`src/rtl/hilo_md_unit_pkg.sv`:
```
// Shared encodings for the HI/LO multiply/divide unit: op codes, FSM states
// and the legal multiplier pipeline depth.
package md_pkg;

  typedef enum logic [2:0] {
    MD_NOP   = 3'd0,
    MD_MULT  = 3'd1,
    MD_MULTU = 3'd2,
    MD_DIV   = 3'd3,
    MD_DIVU  = 3'd4,
    MD_MTHI  = 3'd5,
    MD_MTLO  = 3'd6
  } md_op_e;

  typedef enum logic [1:0] {
    S_IDLE = 2'd0,
    S_MUL  = 2'd1,
    S_DIV  = 2'd2,
    S_DONE = 2'd3
  } md_state_e;

  localparam int MUL_STAGES_MIN = 1;
  localparam int MUL_STAGES_MAX = 4;

  function automatic bit mul_stages_ok(input int n);
    return (n >= MUL_STAGES_MIN) && (n <= MUL_STAGES_MAX);
  endfunction

endpackage

```
`src/rtl/hilo_md_unit_if.sv`:
```
// Issue/result handshake between the execute stage (master) and the
// multiply/divide unit (slave).
interface hilo_md_unit_if #(
  parameter int WIDTH = 32
);
  logic             in_valid;
  logic             in_ready;
  logic [2:0]       in_op;
  logic [WIDTH-1:0] in_src1;
  logic [WIDTH-1:0] in_src2;
  logic             out_valid;
  logic             out_ready;
  logic             commit_en;
  logic [WIDTH-1:0] out_hi;
  logic [WIDTH-1:0] out_lo;

  modport master (
    output in_valid, in_op, in_src1, in_src2, out_ready, commit_en,
    input  in_ready, out_valid, out_hi, out_lo
  );

  modport slave (
    input  in_valid, in_op, in_src1, in_src2, out_ready, commit_en,
    output in_ready, out_valid, out_hi, out_lo
  );
endinterface

```
`src/rtl/hilo_md_unit_divider.sv`:
```
// Iterative restoring radix-2 divider, one quotient bit per cycle.
// Works on magnitudes and fixes signs on the way out. done is combinational
// and coincides with the final iteration so the caller can capture the result
// on that same edge. Optional macro MD_DIV_EARLY_OUT_EN: finish on the cycle
// after start when |dividend| < |divisor|.
module md_divider #(
  parameter int WIDTH = 32,
  parameter int CNT_W = 6
) (
  input  logic             clk,
  input  logic             reset,
  input  logic             start,
  input  logic             abort,
  input  logic             signed_op,
  input  logic [WIDTH-1:0] dividend,
  input  logic [WIDTH-1:0] divisor,
  output logic             done,
  output logic [WIDTH-1:0] quotient,
  output logic [WIDTH-1:0] remainder
);

  logic             active, early_q, neg_q, rneg_q, dvz_q;
  logic [CNT_W-1:0] cnt;
  logic [WIDTH-1:0] quo_q, rem_q, dvs_q, dd_q;
  logic [WIDTH-1:0] dd_mag, dvs_mag, rem_nx, quo_nx;
  logic [WIDTH:0]   rem_sh;
  logic             ge, early_start;

  assign dd_mag  = (signed_op && dividend[WIDTH-1]) ? -dividend : dividend;
  assign dvs_mag = (signed_op && divisor[WIDTH-1])  ? -divisor  : divisor;

`ifdef MD_DIV_EARLY_OUT_EN
  assign early_start = (divisor != '0) && (dd_mag < dvs_mag);
`else
  assign early_start = 1'b0;
`endif

  assign rem_sh = {rem_q, quo_q[WIDTH-1]};
  assign ge     = rem_sh >= {1'b0, dvs_q};
  assign rem_nx = ge ? (rem_sh[WIDTH-1:0] - dvs_q) : rem_sh[WIDTH-1:0];
  assign quo_nx = {quo_q[WIDTH-2:0], ge};
  assign done   = active && (early_q || (cnt == CNT_W'(1)));

  // Sign fix-up of the final step; divide-by-zero forces an all-ones quotient.
  always_comb begin
    quotient  = neg_q ? -quo_nx : quo_nx;
    remainder = rneg_q ? -rem_nx : rem_nx;
    if (dvz_q) quotient = '1;
    if (early_q) begin
      quotient  = '0;
      remainder = dd_q;
    end
  end

  // Load operands on start, then shift/subtract once per cycle until done.
  always_ff @(posedge clk or negedge reset) begin
    if (!reset) begin
      active  <= 1'b0;
      early_q <= 1'b0;
      neg_q   <= 1'b0;
      rneg_q  <= 1'b0;
      dvz_q   <= 1'b0;
      cnt     <= '0;
      quo_q   <= '0;
      rem_q   <= '0;
      dvs_q   <= '0;
      dd_q    <= '0;
    end else if (abort) begin
      active <= 1'b0;
    end else if (start) begin
      active  <= 1'b1;
      early_q <= early_start;
      neg_q   <= signed_op & (dividend[WIDTH-1] ^ divisor[WIDTH-1]);
      rneg_q  <= signed_op & dividend[WIDTH-1];
      dvz_q   <= (divisor == '0);
      cnt     <= CNT_W'(WIDTH);
      quo_q   <= dd_mag;
      rem_q   <= '0;
      dvs_q   <= dvs_mag;
      dd_q    <= dividend;
    end else if (active) begin
      if (done) begin
        active <= 1'b0;
      end else begin
        rem_q <= rem_nx;
        quo_q <= quo_nx;
        cnt   <= cnt - CNT_W'(1);
      end
    end
  end

endmodule

```
`src/rtl/hilo_md_unit.sv`:
```
// Multi-cycle multiply/divide unit with architectural HI/LO registers.
// Optional macro MD_DIV_EARLY_OUT_EN enables the divider's early exit.
//
// state  | meaning
// S_IDLE | ready to accept an op
// S_MUL  | product moving through the multiplier pipeline
// S_DIV  | iterative divide in progress
// S_DONE | result presented, waiting for out_ready
module hilo_md_unit
  import md_pkg::*;
#(
  parameter int WIDTH      = 32,
  parameter int MUL_STAGES = 2,
  parameter int CNT_W      = 6
) (
  input  logic             clk,
  input  logic             reset,
  input  logic             flush,
  hilo_md_unit_if.slave    md,
  output logic [WIDTH-1:0] hi,
  output logic [WIDTH-1:0] lo,
  output logic             busy
);

  if (!mul_stages_ok(MUL_STAGES)) begin : g_bad_mul_stages
    $error("hilo_md_unit: MUL_STAGES must be within 1..4");
  end

  md_state_e          state, state_nx;
  md_op_e             op_q;
  logic [2:0]         mul_cnt;
  logic [2*WIDTH-1:0] mul_pipe [MUL_STAGES];
  logic [2*WIDTH-1:0] res_q, res_out, mul_prod;
  logic               accept, is_mul_in, is_div_in, is_mul_q, mul_signed;
  logic               div_done;
  logic [WIDTH-1:0]   div_quo, div_rem;

  assign md.in_ready = (state == S_IDLE) && !flush;
  assign accept      = md.in_valid && md.in_ready;
  assign is_mul_in   = (md.in_op == MD_MULT) || (md.in_op == MD_MULTU);
  assign is_div_in   = (md.in_op == MD_DIV)  || (md.in_op == MD_DIVU);
  assign mul_signed  = (md.in_op == MD_MULT);
  assign is_mul_q    = (op_q == MD_MULT) || (op_q == MD_MULTU);

  // Sign- or zero-extend to 2*WIDTH so one multiplier serves both flavours.
  assign mul_prod = {{WIDTH{mul_signed & md.in_src1[WIDTH-1]}}, md.in_src1} *
                    {{WIDTH{mul_signed & md.in_src2[WIDTH-1]}}, md.in_src2};

  md_divider #(.WIDTH(WIDTH), .CNT_W(CNT_W)) u_div (
    .clk       (clk),
    .reset     (reset),
    .start     (accept && is_div_in),
    .abort     (flush),
    .signed_op (md.in_op == MD_DIV),
    .dividend  (md.in_src1),
    .divisor   (md.in_src2),
    .done      (div_done),
    .quotient  (div_quo),
    .remainder (div_rem)
  );

  // State register.
  always_ff @(posedge clk or negedge reset) begin
    if (!reset) state <= S_IDLE;
    else        state <= state_nx;
  end

  // Next-state logic; flush wins over accept and handshake.
  always_comb begin
    state_nx = state;
    if (flush) begin
      state_nx = S_IDLE;
    end else begin
      case (state)
        S_IDLE: if (md.in_valid) begin
          if (is_mul_in)      state_nx = (MUL_STAGES == 1) ? S_DONE : S_MUL;
          else if (is_div_in) state_nx = S_DIV;
          else                state_nx = S_DONE;
        end
        S_MUL:  if (mul_cnt == 3'd1) state_nx = S_DONE;
        S_DIV:  if (div_done)        state_nx = S_DONE;
        S_DONE: if (md.out_ready)    state_nx = S_IDLE;
        default: state_nx = S_IDLE;
      endcase
    end
  end

  // Op latch, multiplier pipeline and result capture.
  always_ff @(posedge clk or negedge reset) begin
    if (!reset) begin
      op_q    <= MD_NOP;
      mul_cnt <= '0;
      res_q   <= '0;
      for (int i = 0; i < MUL_STAGES; i++) mul_pipe[i] <= '0;
    end else if (accept) begin
      op_q  <= (md.in_op == 3'd7) ? MD_NOP : md_op_e'(md.in_op);
      res_q <= {md.in_src1, md.in_src1};
      if (is_mul_in) begin
        mul_pipe[0] <= mul_prod;
        mul_cnt     <= 3'(MUL_STAGES - 1);
      end
    end else if (state == S_MUL && !flush) begin
      for (int i = 1; i < MUL_STAGES; i++) mul_pipe[i] <= mul_pipe[i-1];
      mul_cnt <= mul_cnt - 3'd1;
    end else if (state == S_DIV && div_done && !flush) begin
      res_q <= {div_rem, div_quo};
    end
  end

  assign res_out      = is_mul_q ? mul_pipe[MUL_STAGES-1] : res_q;
  assign md.out_hi    = res_out[2*WIDTH-1:WIDTH];
  assign md.out_lo    = res_out[WIDTH-1:0];
  assign md.out_valid = (state == S_DONE);
  assign busy         = (state != S_IDLE);

  // Architectural HI/LO: written only on a committed, unflushed handshake.
  always_ff @(posedge clk or negedge reset) begin
    if (!reset) begin
      hi <= '0;
      lo <= '0;
    end else if (state == S_DONE && md.out_ready && md.commit_en && !flush) begin
      case (op_q)
        MD_MULT, MD_MULTU, MD_DIV, MD_DIVU: begin
          hi <= md.out_hi;
          lo <= md.out_lo;
        end
        MD_MTHI: hi <= md.out_hi;
        MD_MTLO: lo <= md.out_lo;
        default: ;
      endcase
    end
  end

endmodule

```
`src/flat_wrapper.sv`:
```
// flat-port wrapper written by rule: the top's interface ports become plain ports
module hilo_md_unit_flat import md_pkg::*;
#(
  parameter int WIDTH      = 32,
  parameter int MUL_STAGES = 2,
  parameter int CNT_W      = 6
)
  (clk, reset, flush, hi, lo, busy, md_in_valid, md_in_op, md_in_src1, md_in_src2, md_out_ready, md_commit_en, md_in_ready, md_out_valid, md_out_hi, md_out_lo);
  hilo_md_unit_if #(.WIDTH(WIDTH)) md_i ();
  input  logic clk;
  input  logic reset;
  input  logic flush;
  output logic [WIDTH-1:0] hi;
  output logic [WIDTH-1:0] lo;
  output logic busy;
  input wire logic [$bits(md_i.in_valid)-1:0] md_in_valid;
  input wire logic [$bits(md_i.in_op)-1:0] md_in_op;
  input wire logic [$bits(md_i.in_src1)-1:0] md_in_src1;
  input wire logic [$bits(md_i.in_src2)-1:0] md_in_src2;
  input wire logic [$bits(md_i.out_ready)-1:0] md_out_ready;
  input wire logic [$bits(md_i.commit_en)-1:0] md_commit_en;
  output wire logic [$bits(md_i.in_ready)-1:0] md_in_ready;
  output wire logic [$bits(md_i.out_valid)-1:0] md_out_valid;
  output wire logic [$bits(md_i.out_hi)-1:0] md_out_hi;
  output wire logic [$bits(md_i.out_lo)-1:0] md_out_lo;
  assign md_i.in_valid = md_in_valid;
  assign md_i.in_op = md_in_op;
  assign md_i.in_src1 = md_in_src1;
  assign md_i.in_src2 = md_in_src2;
  assign md_i.out_ready = md_out_ready;
  assign md_i.commit_en = md_commit_en;
  assign md_in_ready = md_i.in_ready;
  assign md_out_valid = md_i.out_valid;
  assign md_out_hi = md_i.out_hi;
  assign md_out_lo = md_i.out_lo;
  hilo_md_unit #(.WIDTH(WIDTH), .MUL_STAGES(MUL_STAGES), .CNT_W(CNT_W)) u_core (.clk(clk), .reset(reset), .flush(flush), .md(md_i), .hi(hi), .lo(lo), .busy(busy));
endmodule
```
`config.mk`:
```
export PLATFORM = sky130hd
export DESIGN_NAME = hilo_md_unit_flat
export DESIGN_NICKNAME = d
export VERILOG_FILES = /design/src/rtl/hilo_md_unit_pkg.sv /design/src/rtl/hilo_md_unit_if.sv /design/src/rtl/hilo_md_unit_divider.sv /design/src/rtl/hilo_md_unit.sv /design/src/flat_wrapper.sv
export SDC_FILE = /design/constraint.sdc
export NUM_CORES = 2
export LEC_CHECK = 0
export CAP_MARGIN = 20
export CORE_AREA = 5 5 314 316
export CTS_BUF_LIST = sky130_fd_sc_hd__clkbuf_8
export CTS_CLUSTER_SIZE = 10
export DETAILED_ROUTE_END_ITERATION = 7
export DIE_AREA = 0 0 319 321
export PLACE_DENSITY = 0.81
export SLEW_MARGIN = 20
export SYNTH_ARGS = -nofsm -noshare
export SYNTH_HDL_FRONTEND = slang
export SYNTH_SLANG_ARGS = --single-unit
```
`constraint.sdc`:
```
create_clock -name clk -period 5.7 [get_ports clk]
set_input_delay 0.855 -clock clk [delete_from_list [all_inputs] [get_ports clk]]
set_output_delay 0.855 -clock clk [all_outputs]
set_load 0.005 [all_outputs]
```
Word-level counts from Yosys, hierarchy flattened:

Index checks and enable logic that the tools add are counted.

* add/sub/neg operators: 7
* $mul: 1
* div/mod/pow operators: 0
* $lt $le $gt $ge: 1
* equal/unequal tests: 23
* shift operators: 0
* mux-type cells: 35
* bitwise gates (word level): 7
* reductions and logical operators: 33

Operator list (number)
* 32-bit 2-to-1 mux: 12
* 64-bit 2-to-1 mux: 4
* 32-bit negator: 4
* 33-bit by 33-bit multiplier with 64-bit output: 1
* 33-bit by 32-bit >= comparator with 1-bit output: 1
* 32-bit logical NOT: 1
* 32-bit subtractor: 1
* 6-bit 2-to-1 mux: 3
* 3-bit equality test (second input constant): 5
* 2-bit AND reduction: 7
* 3-bit by 2-bit equality test with 1-bit output (second input constant): 4
* 1-bit logical AND: 12
* 2-bit 2-to-1 mux: 6
* 3-bit 2-to-1 mux: 4
* 5-bit OR reduction: 2
* 3-bit by 1-bit equality test with 1-bit output (second input constant): 3
* 2-bit one-hot mux with 4 select lines: 1
* 2-bit nonzero test: 4
* 6-bit by 1-bit equality test with 1-bit output (second input constant): 1
* 3-bit by 2-bit inequality test with 1-bit output (second input constant): 2
* 3-bit inequality test (second input constant): 2
* 6-bit by 1-bit subtractor with 6-bit output (second input constant): 1
* 1-bit 2-to-1 mux: 5
* 1-bit bitwise AND: 4
* 12 further kinds: 17

* register bits: 370
* bits in latches: 0
* bits in writable memories: 0
* ROM bits: 0
* bits of input ports: 73
* output and inout bits: 131
* logic and storage cells: 123
* memories: 0

Depth between registers and ports, before layout:

* depth in word-level cells: 7
* mapped depth: 34
* mapped depth without buffers: 30

By module:

From an unflattened synthesis, not the netlist that was laid out.

* cell total of the unflattened synthesis: 6430
* area, all modules: 58890.2 um^2

By module, submodules not included
* hilo_md_unit: times used 1, cells each 5126, area an instance 48780.5 um^2, sequential area each 6606.3 um^2
* md_divider: times used 1, cells each 1304, area an instance 10109.7 um^2, sequential area each 2652.5 um^2

Least setup slack after synthesis:

Ideal clock, no wire load.

* kind: input to register
* from: input md_in_op[2]
* to: register u_core.mul_pipe[125] in the netlist's numbering
* library setup time: 133 ps
* arrival time: 9748 ps
* required time: 5567 ps
* path slack: -4182 ps
* stages on the path: 33
* buffers on the path: 4
* path through: clkbuf_1 nor3b_1 and2_0 clkbuf_1 clkbuf_1 nand2_1 inv_1 fa_1 inv_1 fa_1 inv_1 fa_1 inv_1 fa_1 inv_1 fa_1 fa_1 inv_1 fa_1 fa_1 inv_1 ha_1 clkbuf_1 a21o_1 a21o_1 a21oi_1 or4b_2 a311o_1 a41oi_1 o21ai_0 a21oi_1 xor2_1 o21ai_0

* cells in the longest elaborated chain, start to end: 3
* elaborated cells on any way between the ends: 7
* classes of those cells: 1 x mul; 2 x eq/ne; 2 x bitwise; 2 x reduce/logical

RTL lines
* start: declaration: line flat_wrapper.sv:17 `input wire logic [$bits(md_i.in_op)-1:0] md_in_op;`
* 3-bit by 1-bit equality test with 1-bit output / 3-bit by 2-bit equality test with 1-bit output (equally long branches): line hilo_md_unit.sv:40, hilo_md_unit.sv:42
* 1-bit bitwise AND, or another cell as far along: line hilo_md_unit.sv:46 `assign mul_prod = {{WIDTH{mul_signed & md.in_src1[WIDTH-1]}}, md.in_src1} *`
* 33-bit by 33-bit multiplier with 64-bit output / 2-bit AND reduction (equally long branches)
* end: declaration: line hilo_md_unit.sv:32 `logic [2*WIDTH-1:0] mul_pipe [MUL_STAGES];`

Parallel ways exist; a longest one is shown, timed or not.
A chain may end at the register's enable or synchronous reset.

Worst setup path in the final report:

* from: input md_in_src2[9]
* to: register u_core.mul_pipe[127] in the netlist's numbering

* cells in the longest elaborated chain, start to end: 1

RTL lines
* start: declaration: line flat_wrapper.sv:19 `input wire logic [$bits(md_i.in_src2)-1:0] md_in_src2;`
* 33-bit by 33-bit multiplier with 64-bit output: line hilo_md_unit.sv:46

Every way passes these cells.

==> impl_metrics.ini <==
[status]
status = finished, violations left
violations = DRC, setup timing

[grt]
groute.usage.overall = 0.3919
grt_pass1_wl_um = 311000
grtUsageMet2 = 0.6257
grt_pass1_vias = 54620
met3_usage = 0.1018
grt_max_degree = 120
busiest_layer = met2
overflow = 0
globalRouteMet1Util = 0.4549
antenna_found_initial = 19

[setup_path]
critPathKind = input pin to register
crit_top_cell = fa_1
crit_required_ns = 6.20
reg2reg_depth = 14
r2r-start = u_core.u_div.rem_q[18]
cp-startpoint = md_in_src2[9]
crit_slowest_cell = fa_1
cpPeakStageDelay_ns = 0.98
end_kind = register
crit_fanout = 11
critPathLaunchType = input pin
arrival_ns = 9.34

[cells_and_area]
layout-drive-gt1-share = 0.2076
final_cell_mix = inv_1 (1178), fa_1 (1065), nand2_1 (1062), buf_4 (613), dfrtp_1 (370)
n_fill_cell = 6012
nNetsFinal = 8532
syn_to_final_growth_pct = 21.75
finish.instance_area_um2 = 71440
layout_commonest_cell = inv_1
final_util = 0.7465

[sta]
timing.fmax_mhz = 113.2
finalCritPeriodShare = 1.550
relSlewSlack = 0.2795
rsz0062_at_grt = true
worst_slew_pin_slew_ns = 1.078
fin_skew_ns = 0.03369
finalSetupViolCount = 54
drv_slew = 0
setup_slack_ns = -3.133
period_needed_ns = 8.833
final-hold-violation-count = 0

[drt]
first_pass_iters = 8
via_count = 52230
vias_per_cell = 6.210
drc = 35
postRouteAntennaNets = 0
post_drt_wl_per_cell_um = 25.42
finalWirelength_um = 213800
first_iter_violations = 6052

[synth]
ys_seq_area_frac = 0.1578
postSynthCellCount = 6426
synth_cell_types = 92
ys.flop_type = dfrtp_1
syn_nets = 7883
synth.ff_latch_count = 370
async_reset_ff_frac = 1.000
avgSynthCellArea_um2 = 9.132
ys_warn_count = 0
synth_area_um2 = 58680
synth-edff-count = 0

[floorplan]
die_h_um = 321
initial_core_util = 0.6131
core_area_um2 = 95710
die-area_um2 = 102400
ios = 204
row_count = 114
die_w_um = 319

[place]
dp_hpwl_um = 149200
post-place-ws_ns = -3.457
portBuffers = 203
place_congestion = 0.9957
place_area_um2 = 66900

[clock_tree]
cts-root-buf = clkbuf_8
cts_buffers = 57
path_clk_slew_ns = 0.07
cts.sinks = 370
hold_buffers = 0
cts_tree = built
ctsLongestPathBuffers = 3
clk-insertion-delay-late_ns = 0.66
htree_levels = 2

[job]
cap_viol_max_count = 0

[worst_hold_path]
hold_path_class = input pin to asynchronous set/reset pin
## state kept, by name, summed over array words and instances (netlist names), 2 cells and up
signal and cells:
u_core.lo 32, u_core.mul_cnt 3, u_core.u_div.quo_q 32, u_core.u_div.cnt 6, u_core.u_div.dvs_q 32, u_core.res_q 64, u_core.u_div.rem_q 32, u_core.state 2
u_core.op_q 3, u_core.hi 32, u_core.mul_pipe 128
## metrics by stage
stage / setup TNS, ns / hold slack (ns) / cells
2_1_floorplan: -82.96 / 0.4331 / 6426
3_3_place_gp: -134.31 / 0.4535 / 8130
3_5_place_dp: -139.01 / 0.4583 / 8130
4_1_cts: -79.28 / 0.3152 / 8362
5_1_grt: -128.69 / 0.3363 / 8397
6_report: -120.91 / 0.2562 / 8411
## synthesized netlist by cell type (all sizes together), types with 17 or more instances
library cell | instances | area (um^2)
nor2 | 187 | 701.9
o31ai | 40 | 300.3
a31oi | 33 | 206.5
nor4 | 27 | 190.2
or3 | 25 | 161.4
and2 | 299 | 1871
nand2 | 1092 | 4099
ha | 258 | 3228
dfrtp | 370 | 9259
fa | 1126 | 22540
buf | 102 | 436.7
a21o | 52 | 390.4
nor3 | 55 | 280.3
mux2i | 34 | 340.3
xor2 | 87 | 762.0
o21ai | 280 | 1405
o22ai | 23 | 143.9
nand4 | 26 | 168.9
and3 | 34 | 212.7
xnor2 | 115 | 1007
clkbuf | 299 | 1122
a21oi | 150 | 750.7
inv | 1215 | 4563
mux2 | 195 | 2196
nand2b | 17 | 106.4
nand3 | 47 | 247.7
## worst max-delay path: cells and delay by family
| kind | cells | cell delay, ns |
|---|---|---|
| buffers and inverters | 8 | 1.15 |
| xor gates and xnor gates | 1 | 0.12 |
| and+or+nand+nor | 3 | 0.50 |
| AOI/OAI and AO/OA | 8 | 1.60 |
| adders and majority gates | 9 | 5.06 |
## logic make-up after synthesis
kind of cell	synth area share
AOI/OAI and AO/OA	0.07966
adders and majority gates	0.4391
DFF	0.1578
xor gates and xnor gates	0.03015
buffers and inverters	0.1044
muxes	0.04322
and+or+nand+nor	0.1457
## layout make-up
cell class              count  area (um^2)  area share
diodes                     15        37.54   0.0005254
multi-input cells        4439        44970      0.6295
inverters                1216         4582     0.06413
repair buffers            991         9799      0.1372
flip-flops and latches    370         9259      0.1296
clock buffers              73         1005     0.01406
well taps                1276         1597     0.02235
clock inverters            31        192.7    0.002697
## metal layers
metal,wire (um),part of all wire
met2,95720,0.45
met4,23800,0.11
met1,68220,0.32
met5,104,0.00049
met3,25950,0.12
## repair_timing
action | in CTS | in global routing
setup buffers | 118 | 42
setup endpoints to repair | 54 | 55
pin swaps | 216 | 148
gates cloned | 18 | 1
gates resized for setup | 413 | 179
## path summary, 6_finish.rpt
| path | endpoint | slack [ns] |
|---|---|---|
| setup / recovery | u_core.mul_pipe[127] | -3.13 |
| hold / removal | u_core.u_div.cnt[1] | 0.26 |
| setup reg to reg | u_core.res_q[46] | 0.83 |
| hold reg to reg | u_core.mul_pipe[69] | 0.47 |
| max in group asynchronous | u_core.u_div.dvs_q[12] | 4.01 |
| min in group clk | u_core.mul_pipe[69] | 0.47 |
Power is not shown: default switching activity piles up to over one toggle a cycle in this logic, so the estimate is an artifact.
